==> config.mk <==
export PLATFORM = sky130hd
export DESIGN_NAME = mem_port_arbiter_flat
export DESIGN_NICKNAME = d
export VERILOG_FILES = /design/src/rtl/mem_port_arbiter_if.sv /design/src/rtl/mem_port_arbiter.sv /design/src/flat_wrapper.sv
export SDC_FILE = /design/constraint.sdc
export NUM_CORES = 1
export LEC_CHECK = 0
export CAP_MARGIN = 20
export CORE_MARGIN = 1.5
export CORE_UTILIZATION = 40
export DETAILED_ROUTE_END_ITERATION = 8
export DONT_BUFFER_PORTS = 1
export PLACE_DENSITY = 0.65
export SYNTH_ARGS = -nofsm -noshare
export SYNTH_HDL_FRONTEND = slang
export SYNTH_SLANG_ARGS = --single-unit
==> constraint.sdc <==
create_clock -name clk -period 16.1 [get_ports clk]
set_input_delay 4.83 -clock clk [delete_from_list [all_inputs] [get_ports clk]]
set_output_delay 4.83 -clock clk [all_outputs]
set_load 0.02 [all_outputs]
==> src/rtl/mem_port_arbiter_if.sv <==
// mem_port_arbiter_if: pipeline-side and memory-side signals of the unified memory port arbiter
interface mem_port_arbiter_if #(
    parameter int BIT_NUMBER = 32
);
    logic                  if_req;
    logic [BIT_NUMBER-1:0] if_addr;
    logic                  if_abort;
    logic                  if_ready;
    logic [BIT_NUMBER-1:0] if_rdata;
    logic                  if_freeze;
    logic                  data_req;
    logic                  data_we;
    logic [BIT_NUMBER-1:0] data_addr;
    logic [BIT_NUMBER-1:0] data_wdata;
    logic                  data_ready;
    logic [BIT_NUMBER-1:0] data_rdata;
    logic                  port_en;
    logic                  port_we;
    logic [BIT_NUMBER-1:0] port_addr;
    logic [BIT_NUMBER-1:0] port_wdata;
    logic [BIT_NUMBER-1:0] port_rdata;
    modport master (
        output if_req, if_addr, if_abort, data_req, data_we, data_addr, data_wdata, port_rdata,
        input  if_ready, if_rdata, if_freeze, data_ready, data_rdata,
               port_en, port_we, port_addr, port_wdata
    );
    modport slave (
        input  if_req, if_addr, if_abort, data_req, data_we, data_addr, data_wdata, port_rdata,
        output if_ready, if_rdata, if_freeze, data_ready, data_rdata,
               port_en, port_we, port_addr, port_wdata
    );
endinterface

==> src/rtl/mem_port_arbiter.sv <==
// mem_port_arbiter: shares one fixed-latency memory port between IF fetch and MEM data access; define ARB_RR_EN for round-robin contention
module mem_port_arbiter #(
    parameter int BIT_NUMBER = 32,
    parameter int LATENCY    = 2
) (
    input logic             clk,
    input logic             rst,
    mem_port_arbiter_if.slave bus
);
    localparam int CW = $clog2(LATENCY) + 1;
    typedef enum logic [1:0] {IDLE, ACCESS, RESPOND} state_t;
    state_t                state_q, state_d;
    logic [CW-1:0]         cnt_q, cnt_d;
    logic                  owner_q, owner_d;
    logic                  we_q, we_d;
    logic                  abort_q, abort_d;
    logic [BIT_NUMBER-1:0] addr_q, addr_d;
    logic [BIT_NUMBER-1:0] wdata_q, wdata_d;
    logic [BIT_NUMBER-1:0] if_rdata_q, if_rdata_d;
    logic [BIT_NUMBER-1:0] data_rdata_q, data_rdata_d;
    logic                  grant_if;
`ifdef ARB_RR_EN
    logic                  prio_q, prio_d;
    assign grant_if = bus.if_req & (~bus.data_req | prio_q);
`else
    assign grant_if = bus.if_req & ~bus.data_req;
`endif
    assign bus.port_en    = state_q == ACCESS;
    assign bus.port_we    = bus.port_en & we_q;
    assign bus.port_addr  = addr_q;
    assign bus.port_wdata = wdata_q;
    assign bus.if_ready   = (state_q == RESPOND) & owner_q & ~abort_q;
    assign bus.data_ready = (state_q == RESPOND) & ~owner_q;
    assign bus.if_rdata   = if_rdata_q;
    assign bus.data_rdata = data_rdata_q;
    assign bus.if_freeze  = bus.if_req & ~bus.if_ready;
    // Next state: grant and latch in IDLE, count down the access, capture read data on its last cycle
    always_comb begin
        state_d      = state_q;
        cnt_d        = cnt_q;
        owner_d      = owner_q;
        we_d         = we_q;
        abort_d      = abort_q;
        addr_d       = addr_q;
        wdata_d      = wdata_q;
        if_rdata_d   = if_rdata_q;
        data_rdata_d = data_rdata_q;
`ifdef ARB_RR_EN
        prio_d       = prio_q;
`endif
        case (state_q)
            IDLE: if (bus.if_req | bus.data_req) begin
                state_d = ACCESS;
                cnt_d   = CW'(LATENCY - 1);
                owner_d = grant_if;
                we_d    = ~grant_if & bus.data_we;
                addr_d  = grant_if ? bus.if_addr : bus.data_addr;
                wdata_d = grant_if ? wdata_q : bus.data_wdata;
`ifdef ARB_RR_EN
                if (bus.if_req & bus.data_req) prio_d = ~prio_q;
`endif
            end
            ACCESS: begin
                if (owner_q & bus.if_abort) abort_d = 1'b1;
                if (cnt_q == '0) begin
                    state_d = RESPOND;
                    if (owner_q & ~(abort_q | bus.if_abort)) if_rdata_d = bus.port_rdata;
                    if (~owner_q & ~we_q) data_rdata_d = bus.port_rdata;
                end else begin
                    cnt_d = cnt_q - 1'b1;
                end
            end
            RESPOND: begin
                state_d = IDLE;
                abort_d = 1'b0;
            end
            default: state_d = IDLE;
        endcase
    end
    // State and latched-request registers; reset abandons any access in flight
    always_ff @(posedge clk or posedge rst) begin
        if (rst) begin
            state_q      <= IDLE;
            cnt_q        <= '0;
            owner_q      <= 1'b0;
            we_q         <= 1'b0;
            abort_q      <= 1'b0;
            addr_q       <= '0;
            wdata_q      <= '0;
            if_rdata_q   <= '0;
            data_rdata_q <= '0;
`ifdef ARB_RR_EN
            prio_q       <= 1'b0;
`endif
        end else begin
            state_q      <= state_d;
            cnt_q        <= cnt_d;
            owner_q      <= owner_d;
            we_q         <= we_d;
            abort_q      <= abort_d;
            addr_q       <= addr_d;
            wdata_q      <= wdata_d;
            if_rdata_q   <= if_rdata_d;
            data_rdata_q <= data_rdata_d;
`ifdef ARB_RR_EN
            prio_q       <= prio_d;
`endif
        end
    end
endmodule
==> src/flat_wrapper.sv <==
// flat-port wrapper written by rule: the top's interface ports become plain ports
module mem_port_arbiter_flat 
#(
    parameter int BIT_NUMBER = 32,
    parameter int LATENCY    = 2
)
  (clk, rst, bus_if_req, bus_if_addr, bus_if_abort, bus_data_req, bus_data_we, bus_data_addr, bus_data_wdata, bus_port_rdata, bus_if_ready, bus_if_rdata, bus_if_freeze, bus_data_ready, bus_data_rdata, bus_port_en, bus_port_we, bus_port_addr, bus_port_wdata);
  mem_port_arbiter_if #(.BIT_NUMBER(BIT_NUMBER)) bus_i ();
  input logic clk;
  input logic rst;
  input wire logic [$bits(bus_i.if_req)-1:0] bus_if_req;
  input wire logic [$bits(bus_i.if_addr)-1:0] bus_if_addr;
  input wire logic [$bits(bus_i.if_abort)-1:0] bus_if_abort;
  input wire logic [$bits(bus_i.data_req)-1:0] bus_data_req;
  input wire logic [$bits(bus_i.data_we)-1:0] bus_data_we;
  input wire logic [$bits(bus_i.data_addr)-1:0] bus_data_addr;
  input wire logic [$bits(bus_i.data_wdata)-1:0] bus_data_wdata;
  input wire logic [$bits(bus_i.port_rdata)-1:0] bus_port_rdata;
  output wire logic [$bits(bus_i.if_ready)-1:0] bus_if_ready;
  output wire logic [$bits(bus_i.if_rdata)-1:0] bus_if_rdata;
  output wire logic [$bits(bus_i.if_freeze)-1:0] bus_if_freeze;
  output wire logic [$bits(bus_i.data_ready)-1:0] bus_data_ready;
  output wire logic [$bits(bus_i.data_rdata)-1:0] bus_data_rdata;
  output wire logic [$bits(bus_i.port_en)-1:0] bus_port_en;
  output wire logic [$bits(bus_i.port_we)-1:0] bus_port_we;
  output wire logic [$bits(bus_i.port_addr)-1:0] bus_port_addr;
  output wire logic [$bits(bus_i.port_wdata)-1:0] bus_port_wdata;
  assign bus_i.if_req = bus_if_req;
  assign bus_i.if_addr = bus_if_addr;
  assign bus_i.if_abort = bus_if_abort;
  assign bus_i.data_req = bus_data_req;
  assign bus_i.data_we = bus_data_we;
  assign bus_i.data_addr = bus_data_addr;
  assign bus_i.data_wdata = bus_data_wdata;
  assign bus_i.port_rdata = bus_port_rdata;
  assign bus_if_ready = bus_i.if_ready;
  assign bus_if_rdata = bus_i.if_rdata;
  assign bus_if_freeze = bus_i.if_freeze;
  assign bus_data_ready = bus_i.data_ready;
  assign bus_data_rdata = bus_i.data_rdata;
  assign bus_port_en = bus_i.port_en;
  assign bus_port_we = bus_i.port_we;
  assign bus_port_addr = bus_i.port_addr;
  assign bus_port_wdata = bus_i.port_wdata;
  mem_port_arbiter #(.BIT_NUMBER(BIT_NUMBER), .LATENCY(LATENCY)) u_core (.clk(clk), .rst(rst), .bus(bus_i));
endmodule
## Yosys cells after proc, flatten, opt, wreduce, memory -nomap -nowiden

Index checks and enable logic that the tools add are counted.
Widths: inputs -> output; s select.

- Reduce and logical (&&, ||, !) cells: 11
- Add/subtract/negate cells: 1
- Equality and inequality tests: 6
- Bitwise gates (word level): 19
- Mux-type cells: 8

Operators with widths:

| kind | count |
|---|---|
| $mux 32 | 1 |
| $reduce_and 3->1 | 4 |
| $and 1x1->1 | 10 |
| $pmux 2 s2 | 2 |
| $not 1->1 | 7 |
| $mux 2 | 3 |
| $ne 2x2->1 const B | 3 |
| $reduce_and 2->1 | 3 |
| $logic_not 2->1 | 2 |
| $reduce_bool 2->1 | 2 |
| $eq 2x1->1 const B | 1 |
| $eq 2x2->1 const B | 1 |
| $ne 2x1->1 const B | 1 |
| $or 1x1->1 | 2 |
| $pmux 1 s2 | 1 |
| $sub 2x1->2 const B | 1 |
| $mux 1 | 1 |

- Flip-flop bits (word level): 135

## Longest topological paths before layout

- Depth in word-level cells: 5
- Mapped depth: 7
- Depth with buffers taken out: 5

## Worst setup path before layout

Ideal clock, no wire load.

- Kind: input-to-output
- Start: input port bus_if_req
- End: output port bus_if_freeze
- Arrival time: 5.157 ns
- Stages: 1
- Required time: 11.270 ns
- Setup slack: 6.113 ns
- Cell sequence: nor2b_1

- Longest elaborated chain between the ends: 1

Ends and longest elaborated chain:

| item | line | text |
|---|---|---|
| from (decl) | flat_wrapper.sv:11 | `input wire logic [$bits(bus_i.if_req)-1:0] bus_if_req;` |
| $and 1x1->1 | mem_port_arbiter.sv:36 | `assign bus.if_freeze = bus.if_req & ~bus.if_ready;` |
| to (decl) | flat_wrapper.sv:21 | `output wire logic [$bits(bus_i.if_freeze)-1:0] bus_if_freeze;` |

No other way between the ends.

## Worst setup path after layout

Same ends and word-level chain as after synthesis.

==> impl_metrics.csv <==
group,metric,value,unit
run_status,outcome,"complete, no violations",
yosys,yosys_warnings,0,
layout,most-common-layout-cells,"135 x dfrtp_1, 66 x a21oi_1, 64 x mux2_2",
power_and_ir_drop,p_leak,2.78,nW
clock_network,cts_buffers,17,
yosys,yosysUniqueCellTypes,26,
layout,nNetsFinal,522,
global_route,grt_util_all_layers,16.1,%
worst_hold_path,hold_start,"u_core.we_q",
critical_path,critical_path_arrival,5.17,ns
global_route,use_met1,17.8,%
yosys,yosysSeqAreaShare,60.4,%
critical_path,end_kind,"output pin",
routing,wire_per_inst,20.4,µm
floorplanning,boundaryPins,267,
yosys,synthArstFlopShare,100,%
worst_hold_path,hold_path_end,"u_core.we_q",
routing,ant_nets,0,
routing,firstDrtPassIters,4,
worst_hold_path,min_path_cells,1,
layout,synthToLayoutAreaGrowth,12.1,%
yosys,synth_edf_count,0,
floorplanning,die_h,121,µm
timing,worstMarginPinSlew,0.851,ns
power_and_ir_drop,power_density,236,nW/µm²
critical_path,path_buf_inv,0,
place,portBuffers,0,
critical_path,cp_top_family,"simple AND/OR/NAND/NOR gates",
critical_path,crit_type,"input port to output pin",
clock_network,cts_tree,"yes",
layout,fill_cells,1248,
critical_path,critPathMaxFanout,4,
timing,fin_crit,10.0,ns
routing,drc,0,
timing,hold_viol_final,0,
critical_path,r2r_setup_slack,13.73,ns
layout,post_route_cells_drive_above_1_share,33.5,%
critical_path,crit_chain,"nor2b_1",
critical_path,rr_worst_depth,5,
yosys,syn_inst,388,
clock_network,cts_resized,0,
routing,vias,3130,
global_route,overflow,0,
clock_network,cts_setup_buffers,0,
global_route,grt_max_degree,69,
yosys,synth_nets,523,
critical_path,crit_cells,1,
floorplanning,dieArea,14700,µm²
clock_network,ctsHoldBuffers,0,
critical_path,critical_path.max_stage_delay,0.34,ns
floorplanning,row_count,43,
global_route,grt_antenna_before_repair,0,
timing,skew,0.00785,ns
floorplanning,core-area,13800,µm²
critical_path,r2r_start,"u_core.state_q[1]",
timing,max_freq,100,MHz
floorplanning,die_x,121,µm
global_route,grt_pass1_vias,3279,
clock_network,cts_root_buf,"clkbuf_16",
place,hpwl,8300,µm
global_route,grtUsageMet2,27.1,%
timing,drv_slew,0,
timing,post-route-period-util,62.1,%
power_and_ir_drop,ir_drop,0.000102,V
routing,vias_per_cell,5.40,
yosys,ys.flop_type,"dfrtp_1",
clock_network,ctsHtreeMaxLevel,4,
critical_path,worstPathRequired,11.27,ns
layout,num_antenna_cells,0,
clock_network,ctsLongestPathBuffers,2,
timing,fin_tns_setup,0,ns
timing,relSlewSlack,43.3,%
critical_path,cp_slowest_cell,"nor2b_1",
layout,utilization,45.5,%
floorplanning,initial_core_util,40.6,%
yosys,syn_area_per_cell,14.4,µm²
timing,setup-violations-final,0,
layout,layout_commonest_cell,"dfrtp_1",
routing,drt-total-wl,11800,µm
critical_path,cp-start-kind,"input port",
critical_path,timing.rr.end,"u_core.bus.port_addr[1]",
job,maxCapViolCount,0,
global_route,grt_busiest_layer,"met2",
yosys,ys_seq_elements,135,
timing,rsz0062_at_grt,"no",
yosys,syn_area,5590,µm²
worst_hold_path,hp-class,"flip-flop to flip-flop",
clock_network,path_clk_slew,0.06,ns
clock_network,clk_latency,0.41,ns
global_route,met3_usage,7.33,%
clock_network,numClockSinks,135,
routing,drt_iter0_markers,128,
global_route,grt_pass1_wl,17700,µm
place,gp_congestion,0.835,
[how the worst max path moves through the flow]
stage,start,to
floorplan,bus_if_req,bus_if_freeze
global placement,bus_if_req,bus_if_freeze
detailed placement,bus_if_req,bus_if_freeze
CTS,bus_if_req,bus_if_freeze
global route,bus_if_req,bus_if_freeze
finish,bus_if_req,bus_if_freeze
[registers in the layout, summed over array words and instances (netlist names)]
| name | count |
|---|---|
| u_core.bus.data_rdata | 32 |
| u_core.bus.if_rdata | 32 |
| u_core.bus.port_addr | 32 |
| u_core.bus.port_wdata | 32 |
| u_core.cnt_q | 2 |
| u_core.state_q | 2 |
| u_core.abort_q | 1 |
| u_core.owner_q | 1 |
| u_core.we_q | 1 |
[report_power, final]
group | internal [W] | total (W) | switching (W)
combinational | 0.000172 | 0.000307 | 0.000135
clock | 0.000212 | 0.000349 | 0.000137
sequential | 0.000505 | 0.000823 | 0.000319
[layer usage]
metal	share of wire, %	vias to the layer above
li1	-	1368
met1	37	1564
met2	50	188
met3	12	10
met4	1.4	0
met5	0	-
[final cells by class]
class                   instances  area, µm²  area share [%]
flip-flops and latches        135       3380            53.9
multi-input cells             219       2020            32.2
clock buffers                  25        495            7.90
well taps                     180        225            3.59
repair buffers                  7       77.6            1.24
clock inverters                 7       45.0           0.718
inverters                       7       31.3           0.499
[synthesized netlist by cell type, types with 3 or more instances]
master | n | share of area [%]
dfrtp_1 | 135 | 60
a21oi_1 | 66 | 5.9
mux2_2 | 64 | 13
mux2i_1 | 33 | 5.9
mux2_4 | 30 | 8.1
clkbuf_1 | 9 | 0.60
buf_2 | 8 | 0.72
inv_1 | 7 | 0.47
buf_6 | 5 | 1.0
nor2_1 | 4 | 0.27
buf_4 | 3 | 0.40
nor2b_1 | 3 | 0.34
[metrics by stage]
step / std cells / hold slack, ns / instance area [µm²] / setup WS (ns) / power (W)
after CTS: 578 / 0.521 / 6230 / 6.10 / 0.00150
final: 580 / 0.513 / 6270 / 6.10 / 0.00148
after detailed placement: 546 / 0.508 / 5690 / 6.10 / 0.00114
after global placement: 546 / 0.485 / 5690 / 6.09 / 0.00112
after floorplan: 388 / 0.466 / 5590 / 6.11 / 0.00106
after global routing: 580 / 0.547 / 6270 / 6.09 / 0.00156
[kinds of logic (layout without fill, tap and decap cells)]
group                    after synthesis  in the layout  share of synthesized area [%]
AO/OA/AOI/OAI                         70             70                           6.40
AND/OR/NAND/NOR                       19             19                           1.99
multiplexers                         129            129                           27.2
flip-flops                           135            135                           60.4
buffers and inverters                 34             46                           3.74
adder cells (fa/ha/maj)                1              1                          0.224
No activity file was read; power rests on OpenSTA's default activity.
==> variant 1, RTL diff (config.mk and constraints unchanged) <==
Build with the macro `ARB_RR_EN` defined.
--- a/src/rtl/mem_port_arbiter.sv
+++ b/src/rtl/mem_port_arbiter.sv
@@ -1,4 +1,6 @@
 // mem_port_arbiter: shares one fixed-latency memory port between IF fetch and MEM data access; define ARB_RR_EN for round-robin contention
+`define ARB_RR_EN
+
 module mem_port_arbiter #(
     parameter int BIT_NUMBER = 32,
     parameter int LATENCY    = 2
Check against the original RTL: not equivalent (a bounded check fails within 10 cycles, from zero or initial values and one cycle with rst high).
==> variant 1 against the original RTL <==
  * Total power up 0.65%
  * Global-route usage up 0.89 points
  * Sequential cell count up 1
  * Sequential power barely moved
  * Final area is 1.4% higher
  * Worst hold slack improved by 4.3 ps
  * Routed wire length grew 5.9%
  * Worst setup slack got worse by 540 ps
  * Sequential share of layout area fell by 0.35 points
  * Area after synthesis is essentially flat
  * Largest cell class unchanged
==> variant 1: results (changes against the original RTL) <==
Yosys
• number of distinct library cells after synthesis: 28, was 26
• Net Count, Synth: 569, was 523
• cells taking the most area after synthesis: sky130_fd_sc_hd__dfrtp_1 61%, sky130_fd_sc_hd__mux2_2 11%, sky130_fd_sc_hd__mux2_1 8.0%, was sky130_fd_sc_hd__dfrtp_1 60%, sky130_fd_sc_hd__mux2_2 13%, sky130_fd_sc_hd__mux2_4 8.1%
• portion of the post-synthesis area used by sequential elements: 60.8%, was 60.4%
• number of warnings issued by yosys: 0, unchanged
• top post-synthesis cells by count: 136 x sky130_fd_sc_hd__dfrtp_1, 56 x sky130_fd_sc_hd__mux2_2, 40 x sky130_fd_sc_hd__mux2_1, was 135 x sky130_fd_sc_hd__dfrtp_1, 66 x sky130_fd_sc_hd__a21oi_1, 64 x sky130_fd_sc_hd__mux2_2
• share of synthesized registers carrying an async set or reset: 100%, unchanged
• mean cell area of the mapped netlist: 12.9 um2, was 14.4 um2

Placement
• final weighted congestion of routability-driven global placement: 0.839, was 0.835
• number of placed cells counting well taps: 584, was 546
• half-perimeter wire length after placement: 8.72 mm, was 8.30 mm

Timing
• headroom to the max-slew limit: 41.4%, was 43.3%
• Final Max Slew Viols: 0, unchanged
• clock skew after layout: 7.88 ps, was 7.85 ps

Global routing
• global-route usage over all layers: 17.0%, was 16.1%
• grt ovf: 0, unchanged
• met3 usage in global routing: 7.38%, was 7.33%
• met2 global-route usage: 28.8%, was 27.1%
• met1 Track Usage GR: 18.1%, was 17.8%
• via count of the first global-routing pass: 3607, was 3279
• maximum number of pins on one net before global-route repair: 89, was 69
• wire length of the first global-routing pass: 18.9 mm, was 17.7 mm

Setup path
• crit-path leading delay family: buffers and inverters, was simple AND/OR/NAND/NOR gates
• largest fanout on the critical path: 36, was 4
• data arrival time at the worst-slack endpoint: 5710 ps, was 5170 ps
• cell with the biggest individual delay on the critical path: sky130_fd_sc_hd__inv_1, was sky130_fd_sc_hd__nor2b_1
• critical path's largest stage delay: 580 ps, was 340 ps
• reg2reg path depth: 3, was 5

Power
• worst-case vdd ir drop: 84.0 uV, was 102 uV
• switching power: 0.000607 W, was 0.000591 W
• LEAKAGE: 2.73 nW, was 2.78 nW

Final layout
• layout net count: 564, was 522
• layout cells sized above 1: 23.2%, was 33.5%

Clocking
• clock-pin slew on the worst setup and hold paths: 50 ps
• post-CTS setup buffer count: 0, unchanged

Status
• status: finished clean, unchanged

Route
• DRT iter0 DRCs: 174, was 128
• overall via count from detail_route: 3480, was 3130
• detail-routed via count per cell: 5.61, was 5.40
• wirelength, routed: 12.5 mm, was 11.8 mm
• detailed-router iteration count before antenna repair: 4, unchanged

variant 1: metrics by stage:
stage	area (um2)	power, W	setup slack [ps]
after floorplan	5600	0.00105	5800
after global placement	5690	0.00110	5560
after detailed placement	5690	0.00113	5550
after CTS	6240	0.00150	5540
after global routing	6360	0.00157	5460
final	6360	0.00149	5560
variant 1: kinds of logic after synthesis:
group,count (synthesis),synth area share (%)
AO/OA/AOI/OAI,102,9.95
AND/OR/NAND/NOR,54,5.52
buffers and inverters,41,3.64
adder cells (fa/ha/maj),2,0.447
XOR/XNOR,1,0.156
multiplexers,97,19.5
flip-flops,136,60.8
variant 1: layout make-up:
cell class                      count  area (um2)
Clock inverter                     11        98.8
Fill cell                        1230        7420
Tap cell                          180         225
Inverter                            8        35.0
Clock buffer                       20         457
Sequential cell                   136        3400
Multi-Input combinational cell    256        2000
Timing Repair Buffer                9         143
variant 1: final timing paths:
| kind | start | to | slack [ps] |
|---|---|---|---|
| min reg2reg | u_core.cnt_q[1] | u_core.cnt_q[1] | 520 |
| max | bus_if_req | bus_if_freeze | 5560 |
| max in group asynchronous | rst | u_core.bus.if_rdata[23] | 10760 |
| min in group asynchronous | rst | u_core.bus.port_wdata[18] | 4290 |
| max reg2reg | u_core.state_q[1] | u_core.bus.data_rdata[1] | 13820 |
| min | u_core.cnt_q[1] | u_core.cnt_q[1] | 520 |
variant 1: power by group through the flow:
stage	Clock (W)	Sequential, W	Combinational, W
6_report	0.000360	0.000821	0.000308
5_1_grt	0.000389	0.000841	0.000343
2_1_floorplan	0	0.000782	0.000264
3_5_place_dp	0	0.000827	0.000304
4_1_cts	0.000371	0.000824	0.000302
3_3_place_gp	0	0.000822	0.000283
variant 1: metal layers:
layer | part of all wire [%] | up-vias
met5 | 0 | -
met4 | 1.9 | 0
met3 | 11 | 20
met2 | 51 | 194
met1 | 36 | 1709
li1 | - | 1557
==> variant 2, RTL diff (same flow settings) <==
Without the edit above. Make the reset (`rst`) synchronous in one clocked block.
--- a/src/rtl/mem_port_arbiter.sv
+++ b/src/rtl/mem_port_arbiter.sv
@@ -78,7 +78,7 @@
         endcase
     end
     // State and latched-request registers; reset abandons any access in flight
-    always_ff @(posedge clk or posedge rst) begin
+    always_ff @(posedge clk) begin
         if (rst) begin
             state_q      <= IDLE;
             cnt_q        <= '0;
Check against the original RTL: differs if rst is asserted again (counterexample within 4 cycles, from zero or initial values and one cycle with rst high); with rst held inactive, the same outputs for 10 cycles.
==> variant 2 against the original RTL <==
  * Sequential cell count unchanged
  * Final area unchanged
  * Sequential share of layout area decreased by 11 points
  * Core utilization increased by 1.5 points
  * Area after synthesis decreased by 1.1%
  * Worst hold slack got worse by 33 ps
  * Worst setup slack got worse by 38 ps
  * Routed wire length increased by 12%
  * Critical endpoint unchanged
  * Largest cell class unchanged
  * Highest routed layer unchanged
Power is not compared: it rests on default switching activity, and its combinational part moved more than twofold at a synthesized area within 25%.
==> variant 2: results (changes against the original RTL) <==
Status
• status: finished clean, unchanged

Yosys
• xor and xnor area share after synthesis: 0%, unchanged
• portion of the post-synthesis area used by sequential elements: 48.9%, was 60.4%
• compound-gate portion of the synthesized area: 12.0%, was 6.40%
• top post-synthesis cells by count: 135 x sky130_fd_sc_hd__dfxtp_1, 130 x sky130_fd_sc_hd__nand2_1, 99 x sky130_fd_sc_hd__nand2b_1, was 135 x sky130_fd_sc_hd__dfrtp_1, 66 x sky130_fd_sc_hd__a21oi_1, 64 x sky130_fd_sc_hd__mux2_2
• multiplexer share of the synthesized area: 11.6%, was 27.2%
• cells taking the most area after synthesis: sky130_fd_sc_hd__dfxtp_1 49%, sky130_fd_sc_hd__mux2i_1 12%, sky130_fd_sc_hd__nand2b_1 11%, was sky130_fd_sc_hd__dfrtp_1 60%, sky130_fd_sc_hd__mux2_2 13%, sky130_fd_sc_hd__mux2_4 8.1%
• share of synthesized registers carrying an async set or reset: 0%, was 100%
• Net Count, Synth: 745, was 523
• area share of fa/ha/maj cells after synthesis: 0.226%, was 0.224%

Route
• DRT iter0 DRCs: 226, was 128
• overall via count from detail_route: 4221, was 3130

Worst hold path
• startpoint of the tightest hold check path: u_core.cnt_q[0], was u_core.we_q
• hold-critical path depth: 2, was 1
• endpoint of the worst hold-timing path: u_core.cnt_q[0], was u_core.we_q

Placement
• final weighted congestion of routability-driven global placement: 0.739, was 0.835
• cell area reported after detailed placement: 5540 um2, was 5690 um2

Setup path
• data arrival time at the worst-slack endpoint: 5210 ps, was 5170 ps
• end of the worst register-to-register path: u_core.bus.if_rdata[14], was u_core.bus.port_addr[1]
• Reg-to-Reg Start: u_core.cnt_q[0], was u_core.state_q[1]
• R2R Setup Slk: 14080 ps, was 13730 ps
• critical path's largest stage delay: 370 ps, was 340 ps
• largest fanout on the critical path: 5, was 4

Final layout
• non-clock inverter total of the final layout: 2, was 7
• number of clock-tree buffers in the layout: 23, was 25
• Layout non-clock buf frac: 2.04%, was 1.24%
• layout net count: 719, was 522
• fraction of standard cell area in multi-input logic: 41.3%, was 32.2%
• layout cells sized above 1: 7.38%, was 33.5%
• area taken by flip-flops and latches: 2700 um2, was 3380 um2
• count of flip-flops and latches: 135, unchanged
• count of fill cells added during filler insertion: 1239, was 1248
• multi-input combinational gate total: 421, was 219

Floorplanning
• standard cell core area: 13300 um2, was 13800 um2

Timing
• actual transition at the worst max-transition pin: 914 ps, was 851 ps

Global routing
• global-route usage over all layers: 17.6%, was 16.1%

variant 2: power by group through the flow:
stage | logic (W) | registers (W) | clock network, W
finish | 0.0000823 | 0.000408 | 0.000409
global route | 0.0000913 | 0.000411 | 0.000431
CTS | 0.0000767 | 0.000408 | 0.000416
detailed placement | 0.0000769 | 0.000415 | 0
global placement | 0.0000721 | 0.000415 | 0
floorplan | 0.0000713 | 0.000407 | 0
variant 2: per-layer routing:
metal  up-vias  global-route usage, %  routed length (um)  part of all wire (%)
met3        21                   7.22                1300                   9.8
met4         0                   7.43                 235                   1.8
met2       222                   29.2                6290                    47
met1      1978                   20.0                5430                    41
met5         -                      0                   0                     0
li1       2000                      -                   -                     -
variant 2: per-stage QoR:
stage                     setup WS (ps)  cells  utilization, %  power (W)  hold WS (ps)
final                              6060    772            47.0   0.000899           480
after global routing               6050    772            47.0   0.000933           503
after CTS                          6060    767            46.1   0.000900           480
after detailed placement           6060    736            41.5   0.000492           473
after global placement             6050    736            41.5   0.000487           455
after floorplan                    6110    610               -   0.000478           447
